`src/rtl/pad_ctrl_pkg.sv`:
```
// Shared constants for the pad controller: geometry, control-word layout and addresses.
package pad_ctrl_pkg;

    localparam int unsigned NPINS     = 36;
    localparam int unsigned CFGW      = 8;
    localparam int unsigned DW        = 32;
    localparam int unsigned AW        = 8;
    localparam int unsigned SIDE_PINS = 9;
    localparam int unsigned PIN_IW    = $clog2(NPINS);

    // Pad index = side * SIDE_PINS + bit
    localparam int unsigned WE = 0;
    localparam int unsigned NO = 1;
    localparam int unsigned SO = 2;
    localparam int unsigned EA = 3;

    localparam int unsigned DOUT    = 0;
    localparam int unsigned OEN     = 1;
    localparam int unsigned IE      = 2;
    localparam int unsigned CFG_LSB = 8;
    localparam int unsigned CFG_MSB = 15;
    localparam int unsigned IRQ_EN  = 16;
    localparam int unsigned POL     = 17;
    localparam int unsigned IN      = 24;
    localparam int unsigned PEND    = 25;

    localparam logic [AW-1:0] ADDR_PEND_LO = AW'(NPINS);
    localparam logic [AW-1:0] ADDR_PEND_HI = AW'(NPINS + 1);

endpackage

```
`src/rtl/pad_ctrl_pin.sv`:
```
// One pad: control fields, input synchroniser, receiver settle counter and edge-triggered pending bit.
module pad_ctrl_pin
    import pad_ctrl_pkg::*;
(
    input  logic            clk,
    input  logic            rst,
    input  logic            we,
    input  logic            w1c,
    input  logic [DW-1:0]   wdata,
    input  logic            din,
    output logic            dout,
    output logic            oen,
    output logic            ie,
    output logic [CFGW-1:0] cfg,
    output logic            irq_en,
    output logic            pending,
    output logic [DW-1:0]   rdata_c
);

    logic       sync_q;
    logic       in_q;
    logic       prev_q;
    logic       pol_q;
    logic [1:0] settle_q;
    logic       edge_hit;
    logic       unused_wdata;

    assign unused_wdata = ^{wdata[DW-1:POL+1], wdata[CFG_LSB-1:IE+1]};

    // Edges only count once the receiver has been enabled for three cycles
    assign edge_hit = (settle_q == 2'd3) && (pol_q ? (~in_q & prev_q) : (in_q & ~prev_q));

    always_ff @(posedge clk) begin
        if (rst) begin
            sync_q   <= 1'b0;
            in_q     <= 1'b0;
            prev_q   <= 1'b0;
            settle_q <= 2'd0;
            dout     <= 1'b0;
            oen      <= 1'b1;
            ie       <= 1'b0;
            cfg      <= '0;
            irq_en   <= 1'b0;
            pol_q    <= 1'b0;
            pending  <= 1'b0;
        end else begin
            sync_q <= din;
            in_q   <= sync_q;
            prev_q <= in_q;
            if (!ie) begin
                settle_q <= 2'd0;
            end else if (settle_q != 2'd3) begin
                settle_q <= settle_q + 2'd1;
            end
            if (we) begin
                dout   <= wdata[DOUT];
                oen    <= wdata[OEN];
                ie     <= wdata[IE];
                cfg    <= wdata[CFG_MSB:CFG_LSB];
                irq_en <= wdata[IRQ_EN];
                pol_q  <= wdata[POL];
            end
            // A new edge beats a simultaneous clear
            if (edge_hit) begin
                pending <= 1'b1;
            end else if (w1c) begin
                pending <= 1'b0;
            end
        end
    end

    always_comb begin
        rdata_c                   = '0;
        rdata_c[DOUT]             = dout;
        rdata_c[OEN]              = oen;
        rdata_c[IE]               = ie;
        rdata_c[CFG_MSB:CFG_LSB]  = cfg;
        rdata_c[IRQ_EN]           = irq_en;
        rdata_c[POL]              = pol_q;
        rdata_c[IN]               = in_q;
        rdata_c[PEND]             = pending;
    end

endmodule

```
`src/rtl/pad_ctrl.sv`:
```
// Pad controller top: register port decode, single-outstanding response register and irq reduction.
module pad_ctrl
    import pad_ctrl_pkg::*;
(
    input  logic                   clk,
    input  logic                   rst,
    input  logic                   req_valid,
    output logic                   req_ready,
    input  logic                   req_write,
    input  logic [AW-1:0]          req_addr,
    input  logic [DW-1:0]          req_wdata,
    output logic                   rsp_valid,
    input  logic                   rsp_ready,
    output logic [DW-1:0]          rsp_rdata,
    output logic                   rsp_err,
    input  logic [NPINS-1:0]       pad_din,
    output logic [NPINS-1:0]       pad_dout,
    output logic [NPINS-1:0]       pad_oen,
    output logic [NPINS-1:0]       pad_ie,
    output logic [NPINS*CFGW-1:0]  pad_cfg,
    output logic                   irq
);

    logic             accept;
    logic [NPINS-1:0] pending;
    logic [NPINS-1:0] irq_en;
    logic [DW-1:0]    pin_rdata [NPINS];
    logic [DW-1:0]    rd_word;
    logic             rd_err;

    assign req_ready = ~rsp_valid;
    assign accept    = req_valid & ~rsp_valid;

    for (genvar i = 0; i < NPINS; i++) begin : g_pin
        logic sel;
        assign sel = accept && req_write && (req_addr == AW'(i));

        pad_ctrl_pin u_pin (
            .clk     (clk),
            .rst     (rst),
            .we      (sel),
            .w1c     (sel & req_wdata[PEND]),
            .wdata   (req_wdata),
            .din     (pad_din[i]),
            .dout    (pad_dout[i]),
            .oen     (pad_oen[i]),
            .ie      (pad_ie[i]),
            .cfg     (pad_cfg[i*CFGW +: CFGW]),
            .irq_en  (irq_en[i]),
            .pending (pending[i]),
            .rdata_c (pin_rdata[i])
        );
    end

    // Read data and error flag for the request currently on the port
    always_comb begin
        rd_word = '0;
        rd_err  = 1'b0;
        if (req_addr < ADDR_PEND_LO) begin
            rd_word = pin_rdata[req_addr[PIN_IW-1:0]];
        end else if (req_addr == ADDR_PEND_LO) begin
            rd_word = pending[DW-1:0];
            rd_err  = req_write;
        end else if (req_addr == ADDR_PEND_HI) begin
            rd_word = DW'(pending[NPINS-1:DW]);
            rd_err  = req_write;
        end else begin
            rd_err  = 1'b1;
        end
    end

    always_ff @(posedge clk) begin
        if (rst) begin
            rsp_valid <= 1'b0;
            rsp_rdata <= '0;
            rsp_err   <= 1'b0;
        end else if (accept) begin
            rsp_valid <= 1'b1;
            rsp_rdata <= req_write ? '0 : rd_word;
            rsp_err   <= rd_err;
        end else if (rsp_ready) begin
            rsp_valid <= 1'b0;
        end
    end

    always_ff @(posedge clk) begin
        if (rst) begin
            irq <= 1'b0;
        end else begin
            irq <= |(pending & irq_en);
        end
    end

endmodule

```
`config.mk`:
```
export PLATFORM = sky130hd
export DESIGN_NAME = pad_ctrl
export DESIGN_NICKNAME = d
export VERILOG_FILES = /design/src/rtl/pad_ctrl_pkg.sv /design/src/rtl/pad_ctrl_pin.sv /design/src/rtl/pad_ctrl.sv
export SDC_FILE = /design/constraint.sdc
export NUM_CORES = 2
export LEC_CHECK = 0
export ABC_AREA = 1
export CAP_MARGIN = 5
export CORE_MARGIN = 10
export CORE_UTILIZATION = 44
export CTS_BUF_LIST = sky130_fd_sc_hd__clkbuf_4
export CTS_CLUSTER_SIZE = 28
export DETAILED_ROUTE_END_ITERATION = 8
export GPL_TIMING_DRIVEN = 0
export PLACE_DENSITY = 0.68
export SLEW_MARGIN = 20
export SYNTH_ARGS = -nofsm -noshare
export SYNTH_HDL_FRONTEND = slang
export SYNTH_SLANG_ARGS = --single-unit
```
`constraint.sdc`:
```
create_clock -name clk -period 4.8 [get_ports clk]
set_input_delay 0.96 -clock clk [delete_from_list [all_inputs] [get_ports clk]]
set_output_delay 0.96 -clock clk [all_outputs]
set_load 0.01 [all_outputs]
```
After elaboration in Yosys (flattened, before gate mapping)
Index checks and enable logic that the tools add are counted.
{ "word_totals": {"input_bits": 81, "elab_cells": 1035, "romBits": 0, "reg_bits": 719, "mem_bits_rw": 0, "mem_count": 0, "latchBits": 0} }
{ "classes": {"n_addsub": 36, "reduce_logical": 148, "n_eq_ne": 109, "div": 0, "n_mux": 120, "bitwise_logic": 220, "shifts": 0, "magnitude_cmp": 2, "mul": 0} }
{ "op_table": {"columns": ["op", "count"], "rows": [
  ["$bmux W32 S6", 1],
  ["$mux W32", 5],
  ["$eq A8 B5 Y1 const B", 16],
  ["$mux W1", 113],
  ["$and A1 B1 Y1", 109],
  ["$not A1 Y1", 109],
  ["$reduce_bool A2 Y1", 37],
  ["$logic_and A1 B1 Y1", 73],
  ["$add A2 B1 Y2 const B", 36],
  ["$eq A2 B2 Y1 const B", 36],
  ["$ne A2 B2 Y1 const B", 36],
  ["$reduce_or A2 Y1", 36],
  ["$eq A8 B4 Y1 const B", 8],
  ["$eq A8 B6 Y1 const B", 6],
  ["$and A36 B36 Y36", 1],
  ["$reduce_or A36 Y1", 1],
  ["$eq A8 B3 Y1 const B", 4],
  ["$eq A8 B2 Y1 const B", 2],
  ["$eq A8 B1 Y1 const B", 1],
  ["$logic_not A8 Y1", 1],
  ["$lt A8 B6 Y1 const B", 1],
  ["$ge A7 B7 Y1 const B", 1],
  ["$not A6 Y7", 1],
  ["$mux W4", 1]
]} }

Logic depth before layout (Yosys ltp)
{ "logic_depth": {"word_depth": 7, "mapped_depth": 14, "mapped_depth_nobuf": 11} }

Hierarchy
From an unflattened synthesis, not the netlist that was laid out.
{ "hier_totals": {"hier_cells": 7685, "area_unflattened_um2": 47738.3} }
{ "by_module_without_submodules": {"columns": ["mod", "seq_area_each_um2", "cells_each", "area_per_inst_um2", "instances"], "rows": [
  ["pad_ctrl_pin", 380.4, 117, 927.1, 36],
  ["pad_ctrl", 700.7, 3473, 14361.3, 1]
]} }

Worst setup path before layout
OpenSTA, ideal clock, no wires.
{ "synth_timing": {"path_type": "input to register", "from": "input port req_addr[0]", "to": "register rsp_rdata[10]", "arrival_time_ps": 2110, "stages": 14, "path_buffers": 3, "required_time_ps": 4668, "setup_slack_ps": 2557, "cell_sequence": "buf_4 -> inv_2 -> buf_2 -> buf_4 -> nand2_1 -> nand2_1 -> nand2_1 -> nand2_1 -> nand2_1 -> nand2_1 -> o21ai_0 -> nand3_1 -> nand2_1 -> a21oi_1"} }
{ "synth_via": {"elab_chain_cells": 6} }
{ "synth_rtl": {"columns": ["item", "line_no", "source"], "rows": [
  ["start: declaration", "pad_ctrl.sv:10", "input logic [AW-1:0] req_addr,"],
  ["$not A6 Y7 (implied by the code)", "pad_ctrl.sv:60", "rd_word = pin_rdata[req_addr[PIN_IW-1:0]];"],
  ["$bmux W32 S6", "pad_ctrl.sv:60", null],
  ["$mux W32 (implied by the code) (2 in series)", "pad_ctrl.sv:60", null],
  ["$mux W32 *", "pad_ctrl.sv:59", "if (req_addr < ADDR_PEND_LO) begin"],
  ["$mux W32 *", "pad_ctrl.sv:79", "rsp_rdata <= req_write ? '0 : rd_word;"],
  ["end signal: assignment", "pad_ctrl.sv:79", null],
  ["end: declaration", "pad_ctrl.sv:14", "output logic [DW-1:0] rsp_rdata,"]
]} }
Every way passes the cells marked *; elsewhere a longest branch is shown, timed or not. The select of a mux whose other input is x is not followed.
A chain may end at the register's enable or synchronous reset.

Worst setup path in the final report
{ "layout_timing": {"from": "input port req_addr[1]", "to": "register rsp_rdata[13]"} }
Same word-level chain as after synthesis.

==> results.cfg <==
[outcome]
status = completed

[critical_path]
cp-end-kind = register
required_ps = 5840
critical_path_class = primary input to register
path_max_fanout = 10
cp.arrival_ps = 4380
start_kind = primary input

[synth]
yosysMostFrequentCell = nand2_1
yosys_warnings = 0
ys_types = 33
syn_inst = 4498
yosysSeqAreaShare = 0.454
synth_area_per_cell_um2 = 7.05
syn_nets = 4615
synth_flop_cell = dfxtp_1
netlist_top_cells_count = nand2_1 (1,493), dfxtp_1 (719), a21oi_1 (558)
async_flop_share = 0
synthesis.area_um2 = 31700
synthTopCellsByArea = dfxtp_1 (45%), nand2_1 (18%), a21oi_1 (8.8%), o21ai_0 (8.1%), inv_1 (3.3%)
ys_ff_latch = 719
yosysTopAreaCell = dfxtp_1
synth-edff-count = 0
synth.top_cell.area_share = 0.454

[global_route]
grt_pass1_vias = 33172
grt_max_degree = 17
grt_first_pass_wirelength_um = 239000
antenna_found_initial = 9
grt.total_usage = 0.403
overflow = 0

[power]
vdd_drop_max_mv = 0.162
p_per_area_nw_per_um2 = 310
power_mw = 12.5
leakagePower_nw = 17.4

[route]
dr.first_iter.drc_count = 4842
vias = 36005
drt_wl_total_um = 175000
via_per_inst = 5.74
ant_nets = 0
drcViolationCount = 0
wl_per_cell_um = 27.8
dr.pass1.iters = 7

[cts]
cts_tree = yes
clockRootBuffer = clkbuf_4
cts.path.max_buffers = 3
post_cts_buffers = 0
cts_resized = 0
cts_made_buffers = 190
cts-hold-fix-buffers = 0
cts.clk_slew.worst_paths_ps = 70
clkLatencyLatePin_ps = 1110
cts_sinks = 719
ctsHtreeMaxLevel = 4

[cells_and_area]
fillers = 7223
fin_util = 0.562
largest_reg_flops = 288
fin_area_um2 = 40200
layout.nets = 5297
area_growth_pct = 26.8
regMostFlops = g_pin.u_pin.cfg
drive_gt1_frac = 0.109
largestRegisters = g_pin.u_pin.cfg x288, g_pin.u_pin.settle_q x72

[die]
die_w_um = 288
die_y_um = 288
rows = 98
start_util = 0.443
die_area_um2 = 83200
io_pins = 513
placeableCoreArea_um2 = 71500

[sta]
hold_violations = 0
fin_setup_tns_ps = 0
max_freq_ghz = 0.300
worst_pin_slew_ps = 1360
min_period_over_period = 0.694
rsz0062_at_grt = no
slew_headroom = 0.0963
clock_skew_ps = 48.2
drv_slew = 0
layout_setup_ws_ps = 1470
fin_crit_ps = 3330
setup_viol_count_final = 0

[placed_design]
gp_congestion = 1.04
dp_slack_ps = 584
port_buffers = 490
placed_cell_area_um2 = 37800
dp_hpwl_um = 132000

[run]
max_cap_viol_count = 0

[min_path]
hold_class = primary input to register
==> through the flow <==
step / instances / hold WS, ps
floorplan: 4498 / 388
global placement: 5938 / 390
detailed placement: 5938 / 392
CTS: 6266 / 338
global route: 6275 / 291
finish: 6278 / 354
==> cell usage in the layout, fill, tap and decap left out, types with 38 or more instances in the layout <==
| cell | Yosys | final |
|---|---|---|
| a21oi_1 | 558 | 558 |
| o21ai_1 | 43 | 43 |
| buf_4 | 123 | 123 |
| o211ai_1 | 43 | 43 |
| buf_2 | 105 | 106 |
| nand3_1 | 65 | 65 |
| dfxtp_1 | 719 | 719 |
| o21ai_0 | 514 | 514 |
| clkbuf_4 | 0 | 268 |
| clkdlybuf4s50_1 | 0 | 490 |
| clkbuf_1 | 165 | 164 |
| nor2_1 | 200 | 200 |
| clkinv_1 | 0 | 38 |
| inv_1 | 282 | 282 |
| nand2_1 | 1493 | 1493 |
==> final cells by class <==
| type | instances | area [um2] | area share |
|---|---|---|---|
| Antenna cell | 12 | 30.0 | 0.000747 |
| Buffer | 405 | 2120 | 0.0528 |
| Clock buffer | 268 | 2010 | 0.0501 |
| Clock inverter | 60 | 367 | 0.00912 |
| Inverter | 307 | 1150 | 0.0287 |
| Multi-Input combinational cell | 3067 | 14000 | 0.349 |
| Sequential cell | 719 | 14400 | 0.358 |
| Tap cell | 950 | 1190 | 0.0296 |
| Timing Repair Buffer | 490 | 4900 | 0.122 |
==> worst max-delay path, cell delays in order <==
cell and delay, ps:
clkdlybuf4s50_1 550, buf_6 220, inv_2 70, buf_2 180, buf_1 960, nand2_1 110
nand3_1 120, nand2_1 50, nand2_1 230, o21ai_1 120, nand3_1 330, nand2_1 260
a21oi_1 190
==> per-layer routing <==
metal,wire [um],GRT usage,vias to the layer above
li1,-,-,15877
met1,63700,0.478,16849
met2,76600,0.628,2644
met3,22700,0.135,631
met4,11500,0.239,4
met5,36,0,-
==> path summary, 6_finish.rpt <==
check                                            start                endpoint  slack (ps)  cells after the start
worst max-delay path                       req_addr[1]           rsp_rdata[13]        1470                     13
worst min register to register  g_pin[35].u_pin.sync_q    g_pin[35].u_pin.in_q         400                      2
worst max register to register               rsp_valid  g_pin[31].u_pin.cfg[1]        2110                      9
worst min-delay path                       pad_din[14]  g_pin[14].u_pin.sync_q         350                      3
==> where the power goes <==
| part | switching [mW] | leakage (nW) | internal, mW |
|---|---|---|---|
| logic | 0.747 | 10.2 | 0.171 |
| clock network | 2.76 | 1.41 | 2.74 |
| registers | 0.0234 | 5.81 | 6.01 |
| total | 3.53 | 17.4 | 8.92 |
==> kinds of logic (layout without fill, tap and decap cells) <==
logic type                 count (synthesis)  count (layout)  synth area share
AOI/OAI and AO/OA                       1176            1176             0.191
xor gates and xnor gates                  36              36           0.00995
adders and majority gates                 36              36            0.0142
buffers and inverters                    712            1530             0.103
DFF                                      719             719             0.454
muxes                                     15              15           0.00474
other                                      0              12                 0
and+or+nand+nor                         1804            1804             0.222
No activity file was read; power rests on OpenSTA's default activity.
